### src/rtl/ball_track_ctrl_pkg.sv
// ball_track_ctrl_pkg: shared scheduler/tracker state types and grid widths
package ball_track_ctrl_pkg;
    localparam int GRID_X_W = 6;
    localparam int GRID_Y_W = 5;

    typedef enum logic [1:0] {
        S_IDLE = 2'd0,
        S_SYNC = 2'd1,
        S_RUN  = 2'd2,
        S_SKIP = 2'd3
    } sched_state_t;

    typedef enum logic {
        T_SEARCH = 1'b0,
        T_TRACK  = 1'b1
    } trk_state_t;

    function automatic logic [3:0] sat_inc(input logic [3:0] v);
        return (v == 4'd15) ? v : v + 4'd1;
    endfunction
endpackage

### src/rtl/ball_track_ctrl_track_filter.sv
// track_filter: per-frame hit gate plus SEARCH/TRACK update with velocity and coast prediction
module track_filter
    import ball_track_ctrl_pkg::*;
#(
    parameter int COLS        = 40,
    parameter int ROWS        = 30,
    parameter int CNT_W       = 12,
    parameter int MIN_COUNT   = 8,
    parameter int MAX_JUMP    = 4,
    parameter int ACQ_FRAMES  = 3,
    parameter int LOST_FRAMES = 5
) (
    input  logic                       CLK,
    input  logic                       RST_N,
    input  logic                       clr,
    input  logic                       eval,
    input  logic                       seen,
    input  logic [GRID_X_W-1:0]        det_x,
    input  logic [GRID_Y_W-1:0]        det_y,
    input  logic [CNT_W-1:0]           det_cnt,
    output logic                       track_valid,
    output logic [GRID_X_W-1:0]        track_x,
    output logic [GRID_Y_W-1:0]        track_y,
    output logic signed [GRID_X_W:0]   vel_x,
    output logic signed [GRID_Y_W:0]   vel_y,
    output logic                       lost
);
    localparam logic [GRID_X_W:0] JMP_X = (GRID_X_W+1)'(MAX_JUMP);
    localparam logic [GRID_Y_W:0] JMP_Y = (GRID_Y_W+1)'(MAX_JUMP);
    localparam logic signed [GRID_X_W+1:0] MAX_X = (GRID_X_W+2)'(COLS-1);
    localparam logic signed [GRID_Y_W+1:0] MAX_Y = (GRID_Y_W+2)'(ROWS-1);

    trk_state_t st, st_n;
    logic [3:0] acq, acq_n, miss, miss_n, acq_inc, miss_inc;
    logic [GRID_X_W-1:0] tx_n, sat_x;
    logic [GRID_Y_W-1:0] ty_n, sat_y;
    logic signed [GRID_X_W:0] vx_n, dx, adx;
    logic signed [GRID_Y_W:0] vy_n, dy, ady;
    logic signed [GRID_X_W+1:0] sx;
    logic signed [GRID_Y_W+1:0] sy;
    logic valid_n, lost_n, near, hit;

    assign dx = $signed({1'b0, det_x}) - $signed({1'b0, track_x});
    assign dy = $signed({1'b0, det_y}) - $signed({1'b0, track_y});
    assign adx = dx[GRID_X_W] ? -dx : dx;
    assign ady = dy[GRID_Y_W] ? -dy : dy;
    assign near = ($unsigned(adx) <= JMP_X) && ($unsigned(ady) <= JMP_Y);
    assign hit = seen && (det_cnt >= CNT_W'(MIN_COUNT)) && (st == T_SEARCH || near);
    assign acq_inc = sat_inc(acq);
    assign miss_inc = sat_inc(miss);
    // Coast prediction is clamped to the grid instead of wrapping
    assign sx = $signed({2'b00, track_x}) + $signed({vel_x[GRID_X_W], vel_x});
    assign sy = $signed({2'b00, track_y}) + $signed({vel_y[GRID_Y_W], vel_y});
    assign sat_x = sx[GRID_X_W+1] ? '0 : (sx > MAX_X) ? MAX_X[GRID_X_W-1:0] : sx[GRID_X_W-1:0];
    assign sat_y = sy[GRID_Y_W+1] ? '0 : (sy > MAX_Y) ? MAX_Y[GRID_Y_W-1:0] : sy[GRID_Y_W-1:0];

    always_comb begin
        st_n = st;
        acq_n = acq;
        miss_n = miss;
        tx_n = track_x;
        ty_n = track_y;
        vx_n = vel_x;
        vy_n = vel_y;
        valid_n = track_valid;
        lost_n = 1'b0;
        if (clr) begin
            st_n = T_SEARCH;
            acq_n = '0;
            miss_n = '0;
            tx_n = '0;
            ty_n = '0;
            vx_n = '0;
            vy_n = '0;
            valid_n = 1'b0;
        end else if (eval && st == T_SEARCH) begin
            acq_n = hit ? acq_inc : '0;
            tx_n = hit ? det_x : track_x;
            ty_n = hit ? det_y : track_y;
            if (hit && acq_inc >= 4'(ACQ_FRAMES)) begin
                st_n = T_TRACK;
                valid_n = 1'b1;
                vx_n = '0;
                vy_n = '0;
                miss_n = '0;
            end
        end else if (eval && hit) begin
            vx_n = dx;
            vy_n = dy;
            tx_n = det_x;
            ty_n = det_y;
            miss_n = '0;
        end else if (eval) begin
            miss_n = miss_inc;
            tx_n = sat_x;
            ty_n = sat_y;
            if (miss_inc >= 4'(LOST_FRAMES)) begin
                st_n = T_SEARCH;
                valid_n = 1'b0;
                vx_n = '0;
                vy_n = '0;
                acq_n = '0;
                lost_n = 1'b1;
            end
        end
    end

    always_ff @(posedge CLK) begin
        if (!RST_N) begin
            st <= T_SEARCH;
            acq <= '0;
            miss <= '0;
            track_x <= '0;
            track_y <= '0;
            vel_x <= '0;
            vel_y <= '0;
            track_valid <= 1'b0;
            lost <= 1'b0;
        end else begin
            st <= st_n;
            acq <= acq_n;
            miss <= miss_n;
            track_x <= tx_n;
            track_y <= ty_n;
            vel_x <= vx_n;
            vel_y <= vy_n;
            track_valid <= valid_n;
            lost <= lost_n;
        end
    end
endmodule

### src/rtl/ball_track_ctrl.sv
// ball_track_ctrl: frame scheduler for the ball detector; latches each frame's result and feeds the tracker
module ball_track_ctrl
    import ball_track_ctrl_pkg::*;
#(
    parameter int COLS        = 40,
    parameter int ROWS        = 30,
    parameter int CNT_W       = 12,
    parameter int MIN_COUNT   = 8,
    parameter int MAX_JUMP    = 4,
    parameter int ACQ_FRAMES  = 3,
    parameter int LOST_FRAMES = 5,
    parameter int SKIP_FRAMES = 0
) (
    input  logic                 CLK,
    input  logic                 RST_N,
    input  logic                 MODE_EN,
    input  logic                 VGA_VS,
    input  logic                 DET_VALID,
    input  logic [5:0]           DET_X,
    input  logic [4:0]           DET_Y,
    input  logic [CNT_W-1:0]     DET_COUNT,
    output logic                 DET_ENABLE,
    output logic                 TRACK_VALID,
    output logic [5:0]           TRACK_X,
    output logic [4:0]           TRACK_Y,
    output logic [6:0]           VEL_X,
    output logic [5:0]           VEL_Y,
    output logic                 LOST,
    output logic [1:0]           STATE
);
    sched_state_t state, state_n;
    logic [3:0] skip_cnt, skip_n;
    logic vs_q, fb, sel, seen, eval;
    logic [GRID_X_W-1:0] lat_x;
    logic [GRID_Y_W-1:0] lat_y;
    logic [CNT_W-1:0] lat_cnt;
    logic signed [GRID_X_W:0] vx;
    logic signed [GRID_Y_W:0] vy;

    assign fb = vs_q & ~VGA_VS;
    assign sel = DET_VALID && state == S_RUN;
    assign eval = MODE_EN && state == S_RUN && fb;
    assign STATE = state;
    assign VEL_X = vx;
    assign VEL_Y = vy;

    always_comb begin
        state_n = state;
        skip_n = skip_cnt;
        if (!MODE_EN) begin
            state_n = S_IDLE;
        end else begin
            case (state)
                S_IDLE: state_n = S_SYNC;
                S_SYNC: state_n = fb ? S_RUN : S_SYNC;
                S_RUN: if (fb && SKIP_FRAMES != 0) begin
                    state_n = S_SKIP;
                    skip_n = 4'(SKIP_FRAMES);
                end
                S_SKIP: if (fb) begin
                    state_n = (skip_cnt <= 4'd1) ? S_RUN : S_SKIP;
                    skip_n = skip_cnt - 4'd1;
                end
                default: state_n = S_IDLE;
            endcase
        end
    end

    always_ff @(posedge CLK) begin
        if (!RST_N) begin
            vs_q <= 1'b1;
            state <= S_IDLE;
            skip_cnt <= '0;
            seen <= 1'b0;
            lat_x <= '0;
            lat_y <= '0;
            lat_cnt <= '0;
            DET_ENABLE <= 1'b0;
        end else begin
            vs_q <= VGA_VS;
            state <= state_n;
            skip_cnt <= skip_n;
            seen <= MODE_EN && state == S_RUN && !fb && (seen || DET_VALID);
            if (sel) begin
                lat_x <= DET_X;
                lat_y <= DET_Y;
                lat_cnt <= DET_COUNT;
            end
            DET_ENABLE <= state == S_RUN && state_n == S_RUN;
        end
    end

    // A pulse arriving on the boundary cycle still belongs to the frame being closed
    track_filter #(
        .COLS(COLS), .ROWS(ROWS), .CNT_W(CNT_W), .MIN_COUNT(MIN_COUNT),
        .MAX_JUMP(MAX_JUMP), .ACQ_FRAMES(ACQ_FRAMES), .LOST_FRAMES(LOST_FRAMES)
    ) u_filter (
        .CLK(CLK),
        .RST_N(RST_N),
        .clr(!MODE_EN),
        .eval(eval),
        .seen(seen || sel),
        .det_x(sel ? DET_X : lat_x),
        .det_y(sel ? DET_Y : lat_y),
        .det_cnt(sel ? DET_COUNT : lat_cnt),
        .track_valid(TRACK_VALID),
        .track_x(TRACK_X),
        .track_y(TRACK_Y),
        .vel_x(vx),
        .vel_y(vy),
        .lost(LOST)
    );
endmodule

### config.mk
export PLATFORM = sky130hd
export DESIGN_NAME = ball_track_ctrl
export DESIGN_NICKNAME = d
export VERILOG_FILES = /design/src/rtl/ball_track_ctrl_pkg.sv /design/src/rtl/ball_track_ctrl_track_filter.sv /design/src/rtl/ball_track_ctrl.sv
export SDC_FILE = /design/constraint.sdc
export NUM_CORES = 1
export LEC_CHECK = 0
export ABC_AREA = 1
export ABC_CLOCK_PERIOD_IN_PS = 10200
export BUFFER_PORTS_ARGS = -buffer_cell sky130_fd_sc_hd__buf_2
export CAP_MARGIN = 40
export CORE_AREA = 2 2 97 99
export CTS_CLUSTER_SIZE = 14
export DETAILED_ROUTE_END_ITERATION = 8
export DIE_AREA = 0 0 99 101
export GPL_TIMING_DRIVEN = 0
export PLACE_DENSITY_LB_ADDON = 0.25
export SLEW_MARGIN = 20
export SYNTH_ARGS = -nofsm -noshare
export SYNTH_HDL_FRONTEND = slang
export SYNTH_SLANG_ARGS = --single-unit
export TNS_END_PERCENT = 30
### constraint.sdc
create_clock -name CLK -period 10.2 [get_ports CLK]
set_clock_uncertainty 0.2 [all_clocks]
set_input_delay 0.51 -clock CLK [delete_from_list [all_inputs] [get_ports CLK]]
set_output_delay 0.51 -clock CLK [all_outputs]
set_load 0.005 [all_outputs]
Word-level counts from Yosys, hierarchy flattened --
Index checks and enable logic that the tools add are counted.
Cells by class: add/sub/neg operators 9, multiply operators 0, divide/modulo/power cells 0, order comparisons 8, equality and inequality tests 9, shifts and indexed selects 0, multiplexer cells 49, bitwise operators 6, reductions and logical operators 29
Operators by type and width (count):
- $mux 6 | 13
- $mux 4 | 11
- $mux 7 | 6
- $mux 5 | 7
- $ge 12x4->1 const B | 1
- $logic_and 1x1->1 | 12
- $mux 12 | 1
- $reduce_and 3->1 | 3
- $add 4x1->4 const B | 2
- $add 7x7->8 | 1
- $eq 4x4->1 const B | 2
- $gt 8x7->1 const B | 1
- $add 6x6->7 | 1
- $gt 7x6->1 const B | 1
- $le 7x3->1 const B | 1
- $mux 1 | 7
- $neg 7->7 | 1
- $sub 6x6->7 | 1
- $eq 2x2->1 const B | 3
- $le 6x3->1 const B | 1
- $mux 2 | 3
- $neg 6->6 | 1
- $pmux 2 s3 | 1
- $reduce_and 2->1 | 3
- other kinds (17) | 26
Storage, ports and cells: register bits 66, bits in latches 0, bits in writable memories 0, memory bits (read-only) 0, bits of input ports 28, output and inout bits 29, word-level logic and storage cells 126, memories kept 0

Longest topological paths before layout --
depth in word-level cells 13, depth in mapped cells 28, depth with buffers taken out 27

Hierarchy --
Synthesis repeated with hierarchy kept, for this count alone.
Unflattened totals: cells, all modules 665, area, all modules 4431.8 sq um
By module, submodules not included:
- track_filter | times used 1, cells an instance 464, area each 2962.8 sq um, sequential area each 680.7 sq um
- ball_track_ctrl | times used 1, cells an instance 201, area each 1468.9 sq um, sequential area each 640.6 sq um

Worst setup path after synthesis --
OpenSTA, ideal clock, no wires.
path type input-to-reg, start in DET_VALID, end reg u_filter.vel_x[3], library setup time 115 ps, data arrival time 3191 ps, required time 9885 ps, path slack 6694 ps, stages on the path 20, buffers on the path 3, path through nand2_2 buf_6 clkbuf_1 mux2i_1 ha_1 inv_1 fa_1 nor2_1 and2_1 nand3_1 nand3_1 o21ai_0 nand3_1 nand2_2 nand3_2 nand2_2 buf_6 nand3_1 nand2_1 nor2_1
On the way: longest elaborated chain between the ends 12, elaborated cells on any way between the ends 26, those cells by class add/sub: 4; order compare: 3; eq/ne: 1; mux: 7; reduce/logical: 11
Ends and longest elaborated chain:
- start: declaration | line ball_track_ctrl.sv:18 | input logic DET_VALID,
- $logic_and 1x1->1 (*) | line ball_track_ctrl.sv:41 | assign sel = DET_VALID && state == S_RUN;
- $mux 6 / $mux 5 (equally long branches)
- $sub 6x6->7 / $sub 5x5->6 (equally long branches) | line ball_track_ctrl_track_filter.sv:43, ball_track_ctrl_track_filter.sv:44
- $neg 7->7 / $neg 6->6 (equally long branches) | line ball_track_ctrl_track_filter.sv:45, ball_track_ctrl_track_filter.sv:46
- $mux 7 / $mux 6 (equally long branches) | line ball_track_ctrl_track_filter.sv:45, ball_track_ctrl_track_filter.sv:46
- $le 7x3->1 / $le 6x3->1 (equally long branches) | line ball_track_ctrl_track_filter.sv:47 | assign near = ($unsigned(adx) <= JMP_X) && ($unsigned(ady) <= JMP_Y);
- $logic_and 1x1->1 | line ball_track_ctrl_track_filter.sv:47
- $logic_or 1x1->1 | line ball_track_ctrl_track_filter.sv:48 | assign hit = seen && (det_cnt >= CNT_W'(MIN_COUNT)) && (st == T_SEARCH || near);
- $logic_and 1x1->1 | line ball_track_ctrl_track_filter.sv:48
- $logic_and 1x1->1, on equally long branches | line ball_track_ctrl_track_filter.sv:80, ball_track_ctrl_track_filter.sv:87
- $ne 2x2->1 (no line) (tied with other cells)
- $reduce_and 3->1 (no line) / $mux 7 (equally long branches)
- end signal: assignment | line ball_track_ctrl_track_filter.sv:125 | vel_x <= vx_n;
- end: declaration | line ball_track_ctrl_track_filter.sv:24 | output logic signed [GRID_X_W:0] vel_x,
Mark *: on every way between the ends. The rest lies on a longest branch, timed or not. A chain may end at the register's enable or synchronous reset.

Worst setup path after layout --
start reg state[0] (netlist: STATE[0]), end reg u_filter.vel_x[4]
On the way: longest elaborated chain between the ends 13, elaborated cells on any way between the ends 30, those cells by class add/sub: 4; order compare: 3; eq/ne: 2; mux: 7; reduce/logical: 14
Ends and longest elaborated chain:
- start: declaration | line ball_track_ctrl.sv:31 | sched_state_t state, state_n;
- start signal: assignment | line ball_track_ctrl.sv:81 | state <= state_n;
- $eq 2x2->1 (*) | line ball_track_ctrl.sv:41, ball_track_ctrl.sv:42
- $logic_and 1x1->1 | line ball_track_ctrl.sv:41
- $mux 6 / $mux 5 (equally long branches)
- $sub 6x6->7 / $sub 5x5->6 (equally long branches) | line ball_track_ctrl_track_filter.sv:43, ball_track_ctrl_track_filter.sv:44
- $neg 7->7 / $neg 6->6 (equally long branches) | line ball_track_ctrl_track_filter.sv:45, ball_track_ctrl_track_filter.sv:46
- $mux 7 / $mux 6 (equally long branches) | line ball_track_ctrl_track_filter.sv:45, ball_track_ctrl_track_filter.sv:46
- $le 7x3->1 / $le 6x3->1 (equally long branches) | line ball_track_ctrl_track_filter.sv:47
- $logic_and 1x1->1 | line ball_track_ctrl_track_filter.sv:47
- $logic_or 1x1->1 | line ball_track_ctrl_track_filter.sv:48
- $logic_and 1x1->1 | line ball_track_ctrl_track_filter.sv:48
- $logic_and 1x1->1, on equally long branches | line ball_track_ctrl_track_filter.sv:80, ball_track_ctrl_track_filter.sv:87
- $ne 2x2->1 (no line) (tied with other cells)
- $reduce_and 3->1 (no line) / $mux 7 (equally long branches)
Marked as above.

==> summary.txt <==
Setup path
  – Worst R2R End: u_filter.vel_x[4]
  – Origin of the critical flop-to-flop path: STATE[0]
  – Req. time, crit path: 10.24 ns
  – Critical Path Sink Type: flop
  – CP Max Fanout: 10
  – CP Launch Point: STATE[0]
  – Crit start category: flop
  – CP endpoint: u_filter.vel_x[4]
  – R2r setup slk: 5.91 ns
  – CP arrival: 4.33 ns
  – R2R cell count: 23
  – Crit path kind: reg -> reg

Finish
  – Post-layout util: 54.8%
  – Filler cells: 918
  – Area Growth Syn to Fin: 13.7%
  – Layout Cells excl Fill: 827
  – Layout cells sized above 1: 14.9%
  – Multi-input logic area: 2520 µm²
  – Nets: 771
  – Area taken by flip-flops and latches: 1260 µm²
  – Diodes inserted: 0

Clock tree
  – CTS Buf Count: 9
  – CTS sink cnt: 63
  – Post-CTS sizing: 0
  – Root Driver: clkbuf_8
  – Htree depth: 3
  – Number of setup buffers added after CTS: 0
  – Clk_lat worst skew: 0.35 ns
  – Clock tree buffer depth: 2
  – TritonCTS clock tree: done
  – Worst-path clk slew: 0.07 ns
  – CTS Hold Buffers Added: 0

Placed design
  – PortBufs: 53
  – Placed wire-length estimate: 8190 µm
  – Placed Instances: 811
  – Placer Congestion: 0.865

Synth
  – Sequential area share after synthesis: 29.2%
  – Synth Instances: 647
  – Post-synth EDFFs: 0
  – Syn. warnings: 0
  – Area of the mapped netlist: 4330 µm²
  – Yosys cell types: 41
  – Asr flop ratio synth: 0%
  – Post-Syn Nets: 707
  – Synth Flop Type: dfxtp_1
  – Yosys reg bits: 63
  – Average cell area after synthesis: 6.69 µm²

Min path
  – Min-delay worst type: in -> reg

STA
  – Period utilization: 42.0%
  – Final hold viol count: 0
  – Final setup fails: 0
  – RSZ-0062 raised after global routing: false
  – Slew Limit Fails: 0
  – Hold_ws: 0.156 ns
  – Sum Neg Setup Slack: 0 ns
  – Max-slew headroom: 65.5%
  – Actual slew at the worst max-slew pin: 0.512 ns
  – Final Critical Period: 4.29 ns
  – Achievable frequency: 0.233 GHz

Route
  – Drt initial violations: 117
  – Antenna violation net count after detailed routing: 0
  – Drt pass-1 iters: 5
  – WL per Instance: 12.5 µm
  – DRT Wirelength: 10,300 µm
  – Drt via density: 5.20
  – Via count: 4,297
  – DRC: 0

Power
  – Sw power: 0.117 mW
  – Sw frac: 23.7%
  – Internal power: 0.377 mW
  – Clock share of power: 43.9%
  – Comb pwr share: 5.9%
  – Max VDD drop: 0.0600 mV
  – Seq pwr share: 50.2%
  – Power per cell area: 100 nW/µm²
  – LEAKAGE: 2.61 nW

Die
  – Die H: 101 µm
  – Top-Level Pins: 57
  – Rows: 35
  – Initial Utilization: 48.2%
  – Die ar.: 10000 µm²
  – Die X: 99 µm
  – Core area: 8980 µm²

Job
  – Maxcap violations: 0

Global routing
  – GR Layer Usage met2: 39.2%
  – GR peak layer: met2
  – Grt met3 use: 4.37%
  – Initial antenna violation count: 0
  – Vias in the first global route: 4,137
  – Global-route wire length before repair: 17,600 µm
  – Gr ovfl total: 0
  – Gr usage total: 21.6%
  – GRT met1 Usage: 25.3%
  – Largest net degree at the start of global routing: 11

Status
  – Status: finished clean
[cells in the mapped netlist, types with 5 or more instances]
cell type | instances | share of area, %
a21oi_1 | 40 | 4.6
buf_2 | 6 | 0.69
buf_6 | 6 | 1.6
clkbuf_1 | 6 | 0.52
dfxtp_1 | 63 | 29
ha_1 | 28 | 8.1
inv_1 | 105 | 9.1
nand2_1 | 129 | 11
nand2_2 | 5 | 0.72
nand3_1 | 54 | 6.2
nand3_2 | 8 | 1.9
nand4_1 | 21 | 3.0
nor2_1 | 70 | 6.1
o21ai_0 | 34 | 3.9
o21ai_1 | 14 | 1.6
or2_2 | 5 | 0.72
xnor2_1 | 5 | 1.0
xor2_1 | 8 | 1.6
[cell usage in the layout, fill, tap and decap left out, types with 6 or more instances in the layout]
cell      Yosys  final
dfxtp_1      63     63
buf_6         6      6
o21ai_0      34     34
nand2_1     129    129
clkbuf_8      0     10
clkbuf_1      6      8
buf_2         6     59
nand3_1      54     54
ha_1         28     28
xor2_1        8      8
nor2_1       70     70
nand3_2       8      8
o21ai_1      14     14
nand4_1      21     21
a21oi_1      40     40
inv_1       105    105
[how the worst min path moves through the flow]
stage	to	slack, ns	from	cells past startpoint
2_1_floorplan	u_filter.acq[3]	0.25	u_filter.acq[3]	2
5_1_grt	vs_q	0.15	VGA_VS	3
3_3_place_gp	skip_cnt[2]	0.27	skip_cnt[2]	2
4_1_cts	vs_q	0.15	VGA_VS	3
3_5_place_dp	u_filter.acq[3]	0.28	u_filter.acq[3]	2
6_report	vs_q	0.16	VGA_VS	3
[logic make-up after synthesis]
logic type	after synthesis	synth area share, %
compound gates	103	12.8
xor+xnor	13	2.63
fa+ha+maj	32	9.95
buf+inv	129	12.6
flops	63	29.2
mux	2	0.463
simple gates	305	32.4
[flip-flops by register name, summed over array words and instances (netlist names), 2 cells and up]
| signal | count |
|---|---|
| u_filter.vel_x | 7 |
| lat_x | 6 |
| u_filter.acq | 4 |
| STATE | 2 |
| lat_cnt | 9 |
| u_filter.track_x | 6 |
| u_filter.track_y | 5 |
| u_filter.vel_y | 6 |
| skip_cnt | 4 |
| lat_y | 5 |
| u_filter.miss | 4 |
[metrics by stage]
stage / power, mW / worst slack (ns) / cell area [µm²]
6_report: 0.494 / 5.91 / 4920
3_5_place_dp: 0.283 / 5.80 / 4730
4_1_cts: 0.499 / 5.96 / 4920
2_1_floorplan: 0.272 / 6.69 / 4330
5_1_grt: 0.514 / 5.53 / 4920
3_3_place_gp: 0.282 / 5.82 / 4730
[cell type report]
| cell class | instances | area share [%] |
|---|---|---|
| plain buffers | 22 | 2.90 |
| clock buffers | 12 | 2.95 |
| clock inverters | 4 | 0.916 |
| inverters | 107 | 8.16 |
| multi-input cells | 455 | 51.2 |
| flip-flops and latches | 63 | 25.6 |
| well taps | 111 | 2.82 |
| repair buffers | 53 | 5.39 |
[worst max-delay path: stages, from the launching register on]
cell and delay (ns):
dfxtp_1 0.39, nor2_2 0.08, nand2_2 0.10, buf_6 0.15, clkbuf_1 0.33, mux2i_1 0.37
ha_1 0.22, inv_1 0.07, fa_1 0.43, inv_1 0.13, nand2_1 0.07, nand2_1 0.10
a21oi_1 0.06, nor2_1 0.10, nand3_1 0.07, o21ai_0 0.32, nand3_1 0.15, nand2_2 0.19
nand3_2 0.10, nand2_2 0.10, buf_6 0.15, nand3_1 0.08, nand2_1 0.14, nor2_1 0.07
[layer usage]
| layer | part of all wire [%] | wire length (µm) | vias up |
|---|---|---|---|
| li1 | - | - | 2211 |
| met1 | 44 | 4560 | 1971 |
| met2 | 50 | 5120 | 93 |
| met3 | 4.2 | 428 | 22 |
| met4 | 2.0 | 201 | 0 |
| met5 | 0 | 0 | - |
[power groups by stage]
stage                     Clock [mW]  Combinational [mW]  Sequential, mW
after CTS                      0.221              0.0293           0.248
after detailed placement           0              0.0291           0.253
final                          0.217              0.0291           0.248
after floorplan                    0              0.0183           0.253
after global placement             0              0.0285           0.253
after global routing           0.232              0.0337           0.248
Power figures use the tool's default switching activity.
